===== src/rtl/hud_glyph_fetch_sched.sv =====
// hud_glyph_fetch_sched
//   Shares one synchronous "numbers" glyph ROM among the 12 sidebar digit
//   slots. During horizontal blanking it finds the digit tiles on the next
//   scan line, fetches their 32-pixel glyph rows into a two-bank line
//   buffer, and serves that buffer combinationally during active video.
//
// Ports
//   Clk         system clock (also clocks the glyph ROM)
//   Reset_n     asynchronous active-low reset
//   line_start  one-cycle pulse at DrawX==640; samples next_y
//   next_y      scan line displayed next
//   slot_digit  packed digit codes, slot i at [4i+3:4i]
//   rom_addr    {digit[3:0], x[4:0], y[4:0]} to the numbers ROM
//   rom_q       ROM data, valid ROM_LAT cycles after rom_addr
//   rd_x        current DrawX
//   rd_rgb      buffered glyph pixel, 0 when rd_hit=0
//   rd_hit      rd_x lies in a column holding a valid digit tile
//   busy        fetch sequence in progress
//   done        one-cycle pulse when the line buffer is complete
//   overrun     sticky: line_start arrived while busy
//
// state | meaning
// IDLE  | waiting for line_start
// SCAN  | one slot per cycle, claim banks whose tile row matches
// FETCH | 32 ROM reads per claimed bank, bank 0 first
// DRAIN | ROM_LAT cycles letting the write pipeline empty
// DONE  | publish col_valid, pulse done
module hud_glyph_fetch_sched #(
    parameter int NSLOT   = 12,
    parameter int ROM_LAT = 1,
    parameter int PIX_W   = 9
) (
    input  logic               Clk,
    input  logic               Reset_n,
    input  logic               line_start,
    input  logic [9:0]         next_y,
    input  logic [4*NSLOT-1:0] slot_digit,
    output logic [13:0]        rom_addr,
    input  logic [PIX_W-1:0]   rom_q,
    input  logic [9:0]         rd_x,
    output logic [PIX_W-1:0]   rd_rgb,
    output logic               rd_hit,
    output logic               busy,
    output logic               done,
    output logic               overrun
);

    typedef enum logic [2:0] {S_IDLE, S_SCAN, S_FETCH, S_DRAIN, S_DONE} state_t;

    state_t      state_q, state_d;
    logic [4:0]  ty_q, ty_d, fy_q, fy_d;
    logic [3:0]  scan_q, scan_d;
    logic [1:0]  claimed_q, claimed_d;
    logic [3:0]  dig_q [2];
    logic [3:0]  dig_d [2];
    logic        bank_q, bank_d;
    logic [4:0]  x_q, x_d;
    logic [1:0]  drain_q, drain_d;
    logic [1:0]  col_valid_q, col_valid_d;
    logic        done_q, done_d;
    logic        overrun_q, overrun_d;
    logic [13:0] rom_addr_q, rom_addr_d;
    logic        issue;

    // Stage 0 travels with the registered rom_addr; stage ROM_LAT lines up
    // with rom_q for that address.
    logic        pv_q [ROM_LAT+1];
    logic        pb_q [ROM_LAT+1];
    logic [4:0]  px_q [ROM_LAT+1];

    logic [PIX_W-1:0] bank0_mem [32];
    logic [PIX_W-1:0] bank1_mem [32];

    // Slot table: {bank (0 = col 17, 1 = col 18), tile row}
    function automatic logic [5:0] slot_info(input logic [3:0] i);
        case (i)
            4'd0:    slot_info = {1'b1, 5'd2};
            4'd1:    slot_info = {1'b0, 5'd2};
            4'd2:    slot_info = {1'b1, 5'd4};
            4'd3:    slot_info = {1'b0, 5'd4};
            4'd4:    slot_info = {1'b0, 5'd9};
            4'd5:    slot_info = {1'b1, 5'd9};
            4'd6:    slot_info = {1'b0, 5'd10};
            4'd7:    slot_info = {1'b1, 5'd10};
            4'd8:    slot_info = {1'b0, 5'd11};
            4'd9:    slot_info = {1'b1, 5'd11};
            4'd10:   slot_info = {1'b0, 5'd12};
            4'd11:   slot_info = {1'b1, 5'd12};
            default: slot_info = {1'b0, 5'd31};
        endcase
    endfunction

    logic [5:0] sinfo;
    logic       s_bank;
    assign sinfo  = slot_info(scan_q);
    assign s_bank = sinfo[5];

    assign busy = (state_q == S_SCAN) || (state_q == S_FETCH) || (state_q == S_DRAIN);

    always_comb begin
        state_d     = state_q;
        ty_d        = ty_q;
        fy_d        = fy_q;
        scan_d      = scan_q;
        claimed_d   = claimed_q;
        dig_d       = dig_q;
        bank_d      = bank_q;
        x_d         = x_q;
        drain_d     = drain_q;
        col_valid_d = col_valid_q;
        done_d      = 1'b0;
        overrun_d   = overrun_q | (line_start & busy);
        rom_addr_d  = rom_addr_q;
        issue       = 1'b0;
        case (state_q)
            S_IDLE: begin
                if (line_start) begin
                    ty_d        = next_y[9:5];
                    fy_d        = next_y[4:0];
                    col_valid_d = 2'b00;
                    claimed_d   = 2'b00;
                    scan_d      = 4'd0;
                    state_d     = S_SCAN;
                end
            end
            S_SCAN: begin
                if (sinfo[4:0] == ty_q && !claimed_q[s_bank]) begin
                    claimed_d[s_bank] = 1'b1;
                    dig_d[s_bank]     = slot_digit[{scan_q, 2'b00} +: 4];
                end
                scan_d = scan_q + 4'd1;
                if (scan_q == 4'(NSLOT - 1)) begin
                    x_d = 5'd0;
                    if (claimed_d[0]) begin
                        bank_d  = 1'b0;
                        state_d = S_FETCH;
                    end else if (claimed_d[1]) begin
                        bank_d  = 1'b1;
                        state_d = S_FETCH;
                    end else begin
                        drain_d = 2'(ROM_LAT - 1);
                        state_d = S_DRAIN;
                    end
                end
            end
            S_FETCH: begin
                issue      = 1'b1;
                rom_addr_d = {dig_q[bank_q], x_q, fy_q};
                x_d        = x_q + 5'd1;
                if (x_q == 5'd31) begin
                    if (!bank_q && claimed_q[1]) begin
                        bank_d = 1'b1;
                    end else begin
                        drain_d = 2'(ROM_LAT - 1);
                        state_d = S_DRAIN;
                    end
                end
            end
            S_DRAIN: begin
                if (drain_q == 2'd0) state_d = S_DONE;
                else                 drain_d = drain_q - 2'd1;
            end
            S_DONE: begin
                col_valid_d = claimed_q;
                done_d      = 1'b1;
                state_d     = S_IDLE;
            end
            default: state_d = S_IDLE;
        endcase
    end

    always_ff @(posedge Clk or negedge Reset_n) begin
        if (!Reset_n) begin
            state_q     <= S_IDLE;
            ty_q        <= '0;
            fy_q        <= '0;
            scan_q      <= '0;
            claimed_q   <= '0;
            dig_q[0]    <= '0;
            dig_q[1]    <= '0;
            bank_q      <= 1'b0;
            x_q         <= '0;
            drain_q     <= '0;
            col_valid_q <= '0;
            done_q      <= 1'b0;
            overrun_q   <= 1'b0;
            rom_addr_q  <= '0;
            for (int k = 0; k <= ROM_LAT; k++) begin
                pv_q[k] <= 1'b0;
                pb_q[k] <= 1'b0;
                px_q[k] <= '0;
            end
        end else begin
            state_q     <= state_d;
            ty_q        <= ty_d;
            fy_q        <= fy_d;
            scan_q      <= scan_d;
            claimed_q   <= claimed_d;
            dig_q       <= dig_d;
            bank_q      <= bank_d;
            x_q         <= x_d;
            drain_q     <= drain_d;
            col_valid_q <= col_valid_d;
            done_q      <= done_d;
            overrun_q   <= overrun_d;
            rom_addr_q  <= rom_addr_d;
            pv_q[0]     <= issue;
            pb_q[0]     <= bank_q;
            px_q[0]     <= x_q;
            for (int k = 1; k <= ROM_LAT; k++) begin
                pv_q[k] <= pv_q[k-1];
                pb_q[k] <= pb_q[k-1];
                px_q[k] <= px_q[k-1];
            end
        end
    end

    // Line buffer is plain RAM, contents deliberately not reset.
    always_ff @(posedge Clk) begin
        if (pv_q[ROM_LAT]) begin
            if (pb_q[ROM_LAT]) bank1_mem[px_q[ROM_LAT]] <= rom_q;
            else               bank0_mem[px_q[ROM_LAT]] <= rom_q;
        end
    end

    logic hit0, hit1;
    assign hit0   = (rd_x[9:5] == 5'd17) && col_valid_q[0];
    assign hit1   = (rd_x[9:5] == 5'd18) && col_valid_q[1];
    assign rd_hit = hit0 | hit1;
    assign rd_rgb = hit0 ? bank0_mem[rd_x[4:0]] :
                    hit1 ? bank1_mem[rd_x[4:0]] : '0;

    assign rom_addr = rom_addr_q;
    assign done     = done_q;
    assign overrun  = overrun_q;

endmodule


===== config.mk =====
export PLATFORM = sky130hd
export DESIGN_NAME = hud_glyph_fetch_sched
export DESIGN_NICKNAME = d
export VERILOG_FILES = /design/src/rtl/hud_glyph_fetch_sched.sv
export SDC_FILE = /design/constraint.sdc
export NUM_CORES = 1
export LEC_CHECK = 0
export CAP_MARGIN = 40
export CORE_MARGIN = 2
export CORE_UTILIZATION = 48
export CTS_CLUSTER_DIAMETER = 100
export DETAILED_ROUTE_END_ITERATION = 16
export DONT_BUFFER_PORTS = 1
export HOLD_SLACK_MARGIN = 0.1
export PLACE_DENSITY = 0.62
export SETUP_SLACK_MARGIN = 0.5
export SLEW_MARGIN = 15
export SYNTH_ARGS = -nofsm -noshare
export SYNTH_HDL_FRONTEND = slang
export SYNTH_SLANG_ARGS = --single-unit

===== constraint.sdc =====
create_clock -name Clk -period 2.5 [get_ports Clk]
set_input_delay 0.25 -clock Clk [delete_from_list [all_inputs] [get_ports Clk]]
set_output_delay 0.25 -clock Clk [all_outputs]
set_load 0.01 [all_outputs]

---- After elaboration in Yosys (flattened, before gate mapping) ----
Memory sizes are Yosys's and may differ from the RTL's.
Index checks and enable logic that the tools add are counted.
storage, ports and cells
  input bits .............................. 80
  logic and storage cells ................. 131
  bits in read-only memories .............. 96
  memories ................................ 3
  bits in writable memories ............... 576
  register bits after elaboration ......... 67
cells by class
  magnitude comparators ................... 5
  muxes and demuxes ....................... 50
  shifts and indexed selects .............. 1
  bitwise gates (word level) .............. 6
  add/sub/neg operators ................... 3
  eq/ne operators ......................... 19
  reductions and logical operators ........ 24
memory list
  name              words  width  read ports  clocked after memory_dff  wr ports  RTL line  RTL
  bank0_mem         32     9      1           0                         1         71        logic [PIX_W-1:0] bank0_mem [32];
  bank1_mem         32     9      1           0                         1         72        logic [PIX_W-1:0] bank1_mem [32];
  (name not given)  16     6      1           0                         0         76        case (i)
operators with widths
  operator                                                               count
  48-bit by 7-bit variable part select with 4-bit output                 1
  4-bit 2-to-1 mux                                                       5
  1-bit 2-to-1 mux                                                       18
  2-bit 2-to-1 mux                                                       9
  9-bit 2-to-1 mux                                                       2
  5-bit equality test, second input constant                             3
  3-bit 2-to-1 mux                                                       5
  3-bit one-hot mux with 4 select lines                                  1
  2-bit != test, second input constant                                   5
  5-bit one-hot mux with 2 select lines                                  1
  2-bit AND reduction                                                    5
  5-bit AND reduction                                                    2
  8-bit bitwise mux                                                      1
  2-bit by 1-bit != test with 1-bit output, second input constant        4
  2-bit one-hot mux with 2 select lines                                  2
  4-bit one-hot mux with 2 select lines                                  1
  7-bit AND reduction                                                    1
  3-bit by 2-bit equality test with 1-bit output, second input constant  2
  1-bit logical AND                                                      6
  2-bit one-hot mux with 3 select lines                                  1
  2-bit nonzero test                                                     3
  5-bit by 1-bit adder with 5-bit output, second input constant          1
  5-bit equality test                                                    1
  5-bit 2-to-1 mux                                                       1
  other kinds (22)                                                       27

---- Longest topological paths before layout ----
Gate-level depths: netlist (run 1).
An unclocked memory read counts as a cell.
  depth in word-level cells ............... 12
  gate-level depth with buffers ........... 8
  gate-level depth less buffers ........... 8

---- Least setup slack after synthesis (run 1) ----
No wires, ideal clock.
  kind .................................... register -> register
  start ................................... register scan_q[1]
  end ..................................... register dig_q[4] (netlist bit)
  stages on the path, launching flop included .. 9
  setup slack ............................. 0.059 ns
  required time ........................... 2.375 ns
  arrival ................................. 2.316 ns
  path through ............................ dfrtp_1 -> inv_1 -> ha_1 -> xor2_1 -> or3_1 -> a32oi_1 -> nand3_1 -> or3_1 -> mux2_2
between the ends
  longest elaborated chain between the ends .. 7
  elaborated cells on any way between the ends .. 15
  classes of those cells .................. order compare (2); eq/ne (1); shift (1); mux (5); bitwise (1); reduce/logical (4); memory (1)
RTL lines
  item                                                                                                                              RTL line  RTL
  start: declaration                                                                                                                52        logic [3:0] scan_q, scan_d;
  start signal: assignment                                                                                                          197       scan_q <= scan_d;
  memory 16 x 6 bit                                                                                                                 -
  1-bit NOT with 2-bit output (not written as such)                                                                                 129       dig_d[s_bank] = slot_digit[{scan_q, 2'b00} +: 4];
  2-bit greater-or-equal comparator (not written as such) or 2-bit by 1-bit less-than comparator with 1-bit output (tied branches)  129
  1-bit logical AND (not written as such)                                                                                           129
  4-bit 2-to-1 mux (not written as such)                                                                                            129
  4-bit demux with 1-bit select                                                                                                     129
  8-bit bitwise mux                                                                                                                 129
  end signal: assignment                                                                                                            199       dig_q <= dig_d;
  end: declaration                                                                                                                  54        logic [3:0] dig_q [2];
Parallel ways exist; a longest one is shown, timed or not. The select of a mux whose other input is x is not followed.
A chain may end at the register's enable or synchronous reset.

---- Worst setup path in the final report (run 1) ----
  start ................................... memory bank1_mem[10][0]
  end ..................................... output rd_rgb[0]
between the ends
  longest elaborated chain between the ends .. 3
RTL lines
  item                RTL line  RTL
  start: declaration  72
  memory 32 x 9 bit   -
  9-bit 2-to-1 mux    231       hit1 ? bank1_mem[rd_x[4:0]] : '0;
  9-bit 2-to-1 mux    230       assign rd_rgb = hit0 ? bank0_mem[rd_x[4:0]] :
  end: declaration    41        output logic [PIX_W-1:0] rd_rgb,
No other way between the ends.

==> results.yml, run 1 <==
clocking:
  cts_made_buffers: 68
  clkSinkCount: 643
  clock_latency_ns: 0.59
  root_buf_cell: "sky130_fd_sc_hd__clkbuf_16"
  max-clock-path-buffers: 3
  cts_max_level: 3
  cts.reportedPaths.clkPinSlew_ns: 0.06
  cts_tree: "built"
pwr:
  cellLeakagePower_nw: 9.61
  vdd.ir_drop.worst_mv: 0.578
  powerDensity_nw_per_um2: 760
yosys:
  yosys.area.top_type_share_pct: 68.7
  synth_edf_count: 576
  synth.most_common_cell: "sky130_fd_sc_hd__edfxtp_1"
  synth-seq-area-share_pct: 75.3
  synth_cell_types: 47
  asyncSetResetFlopFracSynth_pct: 10.4
  synth_nets: 1329
  synthTopCellsByArea: "sky130_fd_sc_hd__edfxtp_1 (69%), sky130_fd_sc_hd__mux4_2 (14%), sky130_fd_sc_hd__dfrtp_1 (6.7%)"
  post_synth_instance_area_sq_um: 25200
  synthDominantAreaCellType: "sky130_fd_sc_hd__edfxtp_1"
  synth.avg_cell_area_sq_um: 20.3
  synthTopCellsByCount: "sky130_fd_sc_hd__edfxtp_1 (576), sky130_fd_sc_hd__mux4_2 (156), sky130_fd_sc_hd__nor2_1 (85)"
  synth-seq-cells: 643
  yosys_warnings: 0
  postSynth.topFlopCell: "sky130_fd_sc_hd__edfxtp_1"
  synthCells: 1241
sta:
  finalHoldViolations: 0
  finalMaxSlewViolations: 0
  setup_total_negative_slack_ns: -1.75
  timing_worst_slew_pin_value_ns: 0.636
  setup_ws_ns: -0.248
  period_utilization_post_route_pct: 110
  timing.slew.headroom_pct: 57.6
  finalSetupViolCount: 9
  final.min_clock_period_ns: 2.75
  max_freq_ghz: 0.364
  fin_skew_ns: 0.0166
  unrepaired_setup_endpoints_after_global_routing: "true"
floorplan:
  chipWidth_um: 233
  die_area_sq_um: 54300
  die_h_um: 233
  placementRows: 83
  boundaryPins: 107
  fp.coreArea_sq_um: 51600
  start_util_pct: 48.8
final_layout:
  area_growth_syn_to_layout_pct: 17.0
  finish.net_count: 1454
  nFillCells: 3761
  fraction_of_final_layout_cells_with_drive_strength_greater_than_1_pct: 33.2
  layout.cell_area.non_filler_sq_um: 29500
status:
  failing_checks: "setup timing"
  run_status: "complete, but fails checks"
global_route:
  largest_net_degree_at_the_start_of_global_routing: 145
  grt.total_usage_pct: 20.8
  initial_antenna_violation_count: 0
  grt_pass1_vias: 13000
  grt-ovfl-total: 0
  grt_pass1_wl_um: 82100
placement:
  globalplace.congestion: 0.802
  hpwl_um: 31100
  place_area_sq_um: 26500
  port_buffers: 0
worst_setup_path:
  reg2reg_to: "dig_q[4]"
  critical_path_class: "flip-flop to output port"
  critical_path_arrival_ns: 2.50
  crit_fanout: 1
  source_of_the_worst_register_to_register_timing_path: "scan_q[1]"
  reg2reg_slack_ns: 0.12
  rr_worst_depth: 8
  timing.critical_path.required_ns: 2.25
  critPathLaunchType: "flip-flop"
  setup.worst_path.end_class: "output port"
route:
  wire_length_per_cell_um: 26.0
  wirelength_um: 54500
  detail_route.drc_violations: 0
  detail_route.iter0.violations: 1141
  ant_nets: 0
  drt_pre_antenna_iters: 5
  num_vias: 12400
  detail_route.vias_per_cell: 5.93
min_path:
  hold_path_depth: 3
  hold_path_class: "primary input to flip-flop"
  end_point_of_the_most_critical_hold_path: "claimed_q[1]"
  hp-start: "line_start"
run:
  maxCapViolations: 0
[cell usage in the layout, fill, tap and decap left out, types with 11 or more instances in the layout]
cell type,count
sky130_fd_sc_hd__a21oi_1,33
sky130_fd_sc_hd__a21oi_2,13
sky130_fd_sc_hd__a22oi_1,29
sky130_fd_sc_hd__a22oi_2,43
sky130_fd_sc_hd__buf_4,86
sky130_fd_sc_hd__clkbuf_1,24
sky130_fd_sc_hd__clkbuf_16,69
sky130_fd_sc_hd__clkinv_2,11
sky130_fd_sc_hd__dfrtp_1,66
sky130_fd_sc_hd__dlygate4sd3_1,21
sky130_fd_sc_hd__edfxtp_1,576
sky130_fd_sc_hd__inv_1,11
sky130_fd_sc_hd__mux2_2,21
sky130_fd_sc_hd__mux4_2,156
sky130_fd_sc_hd__nand2_1,13
sky130_fd_sc_hd__nor2_1,81
[cell type report]
cell class	instances	area (sq um)	share of cell area, %
clock buffers	94	1830	6.21
flip-flops and latches	643	19000	64.4
repair buffers	123	1230	4.19
clock inverters	27	236	0.802
diodes	1	2.50	0.00849
multi-input cells	517	6290	21.4
inverters	13	50.0	0.170
well taps	680	851	2.89
[worst max path at each step]
stage	from	end	slack [ns]	depth (start not counted)
6_report	bank1_mem[10][0]	rd_rgb[0]	-0.25	5
5_1_grt	bank1_mem[11][1]	rd_rgb[1]	-0.29	4
4_1_cts	bank1_mem[18][2]	rd_rgb[2]	-0.24	5
3_5_place_dp	scan_q[1]	dig_q[4]	0.17	8
3_3_place_gp	scan_q[1]	dig_q[6]	0.20	8
2_1_floorplan	scan_q[1]	dig_q[4]	0.20	8
[sequential cells by signal, indices dropped and copies added, names as in the netlist]
name,flops
fy_q,5
bank0_mem,288
col_valid_q,2
rom_addr,14
done,1
bank_q,1
dig_q,8
bank1_mem,288
pv_q,2
scan_q,4
overrun,1
px_q,10
ty_q,5
drain_q,2
x_q,5
state_q,3
claimed_q,2
pb_q,2
[cells by family after synthesis]
group / count (synthesis) / synth area share, %
flip-flops: 643 / 75.3
multiplexers: 193 / 15.6
AND/OR/NAND/NOR: 160 / 3.06
AO/OA/AOI/OAI: 153 / 4.02
buffers and inverters: 81 / 1.53
adder cells (fa/ha/maj): 8 / 0.397
XOR/XNOR: 3 / 0.104
[metal layers]
metal	vias to the layer above	global-route usage, %	wire length [um]
met1	6556	29.4	23400
met4	0	6.99	1600
met3	96	4.75	3470
met5	-	0	0
met2	399	32.3	26100
li1	5380	-	-
[worst max-delay path, stage by stage, from the launching register on]
cell and delay (ns):
sky130_fd_sc_hd__edfxtp_1 0.36, sky130_fd_sc_hd__mux4_2 0.48, sky130_fd_sc_hd__a22oi_2 0.29, sky130_fd_sc_hd__a21oi_2 0.09
sky130_fd_sc_hd__buf_4 0.16, sky130_fd_sc_hd__or4_4 0.53
[per-stage QoR]
step	utilization (%)	hold slack (ns)	power [mW]	worst slack (ns)	std cells
3_3_place_gp	51.3	-0.0439	12.8	0.200	1938
2_1_floorplan	-	-0.0456	12.8	0.203	1241
3_5_place_dp	51.3	-0.0439	12.8	0.165	1938
4_1_cts	56.7	0.113	22.6	-0.240	2092
5_1_grt	57.1	0.139	23.1	-0.287	2097
6_report	57.1	0.126	22.4	-0.248	2098
[where the power goes]
| group | switching [mW] | internal, mW |
|---|---|---|
| combinational | 0.546 | 0.494 |
| clock | 3.93 | 5.53 |
| sequential | 0.0964 | 11.8 |
| total | 4.57 | 17.8 |
[repair_timing]
action	CTS	global route
gates resized for setup	52	34
buffers inserted	2	5
endpoints found under the hold margin	655	0
pin swaps	28	25
hold buffers	31	0
endpoints found under the setup margin	21	41
Note: power is estimated with default switching activity, not from simulation.
==> run 2: changes to the inputs <==
TNS_END_PERCENT = 1   (was default)
==> results.yml, run 2 (synthesis gave the netlist of run 1 again) <==
clocking:
  cts_max_level: 3
  clock_latency_ns: 0.60
  post-cts-setup-buffers: 0
  clkSinkCount: 643
  cts.reportedPaths.clkPinSlew_ns: 0.06
  cts_tree: "built"
  max-clock-path-buffers: 3
  root_buf_cell: "sky130_fd_sc_hd__clkbuf_16"
  cts_made_buffers: 67
worst_setup_path:
  critPathLaunchType: "flip-flop"
  source_of_the_worst_register_to_register_timing_path: "scan_q[1]"
  crit_start: "bank1_mem[9][0]"
  timing.critical_path.required_ns: 2.25
  critical_path_class: "flip-flop to output port"
  critPathCapture: "rd_rgb[0]"
  reg2reg_to: "dig_q[4]"
  crit_fanout: 1
  critical_path_arrival_ns: 2.42
  setup.worst_path.end_class: "output port"
  rr_worst_depth: 8
  reg2reg_slack_ns: 0.08
route:
  wirelength_um: 53900
  detail_route.iter0.violations: 1252
  drt_pre_antenna_iters: 5
  detail_route.vias_per_cell: 5.93
  num_vias: 12400
  wire_length_per_cell_um: 25.8
  ant_nets: 0
  detail_route.drc_violations: 0
pwr:
  p_clk_share_pct: 42.5
  share_seq_of_total_power_pct: 52.9
  combinationalPowerShare_pct: 4.6
  p_int_mw: 17.9
  vdd.ir_drop.worst_mv: 0.440
  power.share.switching_pct: 20.5
  finalPower_mw: 22.5
  powerDensity_nw_per_um2: 762
  cellLeakagePower_nw: 9.61
  power_switching_mw: 4.62
sta:
  setup_ws_ns: -0.168
  timing_worst_slew_pin_value_ns: 0.826
  finalMaxSlewViolations: 0
  worst_hold_check_slack_ns: 0.138
  final.min_clock_period_ns: 2.67
  unrepaired_setup_endpoints_after_global_routing: "true"
  fin_skew_ns: 0.0191
  finalSetupViolCount: 9
  period_utilization_post_route_pct: 107
  finalHoldViolations: 0
  timing.slew.headroom_pct: 44.7
  max_freq_ghz: 0.375
final_layout:
  ff_latch_area_sq_um: 19000
  finish.net_count: 1449
  fraction_of_final_layout_cells_with_drive_strength_greater_than_1_pct: 34.0
  multiInputGateArea_sq_um: 6320
  most-common-layout-cells: "sky130_fd_sc_hd__edfxtp_1 (576), sky130_fd_sc_hd__mux4_2 (156), sky130_fd_sc_hd__buf_4 (84), sky130_fd_sc_hd__nor2_1 (79), sky130_fd_sc_hd__clkbuf_16 (69)"
  area_growth_syn_to_layout_pct: 17.1
  num_antenna_cells: 0
  layout_commonest_cell: "sky130_fd_sc_hd__edfxtp_1"
  layout.cell_area.non_filler_sq_um: 29500
  nFillCells: 3757
global_route:
  grt.total_usage_pct: 20.6
  initial_antenna_violation_count: 1
  grt_pass1_wl_um: 81400
  grt-ovfl-total: 0
  largest_net_degree_at_the_start_of_global_routing: 145
  grt_pass1_vias: 12800
floorplan:
  start_util_pct: 48.8
  die_area_sq_um: 54300
  placementRows: 83
  boundaryPins: 107
  chipWidth_um: 233
  die_h_um: 233
  fp.coreArea_sq_um: 51600
placement:
  detailedPlace.worstSlack_ns: 0.136
  place_area_sq_um: 26400
  port_buffers: 0
  globalplace.congestion: 0.863
  hpwl_um: 31100
status:
  failing_checks: "setup timing"
  run_status: "complete, but fails checks"
run:
  maxCapViolations: 0
min_path:
  hold_path_class: "primary input to flip-flop"
-- run 2: cell types whose count changed in the layout (fill, tap and decap cells not counted), sizes merged --
cell	change
clkinvlp	-1
clkbuf	-10
buf	-4
inv	+2
clkinv	+4
diode	-1
-- run 2: metal layers --
metal,vias to the layer above,global-route usage [%],wire (um)
met2,364,31.9,25700
met1,6561,29.5,23300
met4,2,6.83,1670
met3,87,4.46,3190
met5,-,0,10
li1,5363,-,-
-- run 2: critical path: stages (launching register included) --
cell and delay (ns):
sky130_fd_sc_hd__edfxtp_1 0.37, sky130_fd_sc_hd__mux4_2 0.47, sky130_fd_sc_hd__a22oi_2 0.32, sky130_fd_sc_hd__a21oi_1 0.11
sky130_fd_sc_hd__or4_4 0.55
-- run 2: cell type report --
type | count | share of cell area (%)
Tap cell | 680 | 2.88
Timing Repair Buffer | 119 | 4.06
Sequential cell | 643 | 64.3
Multi-Input combinational cell | 517 | 21.4
Clock buffer | 84 | 6.15
Inverter | 13 | 0.170
Clock inverter | 32 | 0.993
-- run 2: worst min-delay path by stage --
stage / start / end / slack [ns] / cells past startpoint
6_report: line_start / claimed_q[1] / 0.14 / 3
3_5_place_dp: Reset_n / rom_addr[7] / -0.04 / 0
2_1_floorplan: Reset_n / bank_q / -0.05 / 0
3_3_place_gp: Reset_n / rom_addr[5] / -0.04 / 0
5_1_grt: line_start / claimed_q[1] / 0.13 / 3
4_1_cts: line_start / claimed_q[1] / 0.11 / 3
-- run 2: power by group through the flow --
stage / clock [mW] / sequential [mW] / combinational (mW)
finish: 9.56 / 11.9 / 1.03
global route: 10.2 / 11.9 / 1.11
CTS: 9.74 / 11.9 / 1.03
detailed placement: 0 / 12.1 / 0.716
global placement: 0 / 12.1 / 0.705
floorplan: 0 / 12.1 / 0.662
-- run 2: what timing repair did --
action,CTS,global route
resized for setup,81,22
endpoints found under the setup margin,21,114
gates cloned,0,0
endpoints found under the hold margin,655,0
hold buffers,31,0
pin swaps,28,25
-- run 2: stage by stage --
step / setup TNS [ns] / util, % / instances
final: -1.30 / 57.2 / 2088
after global routing: -1.91 / 57.2 / 2088
after CTS: -1.72 / 57.0 / 2088
after detailed placement: 0 / 51.2 / 1941
after global placement: 0 / 51.2 / 1941
after floorplan: 0 / - / 1241
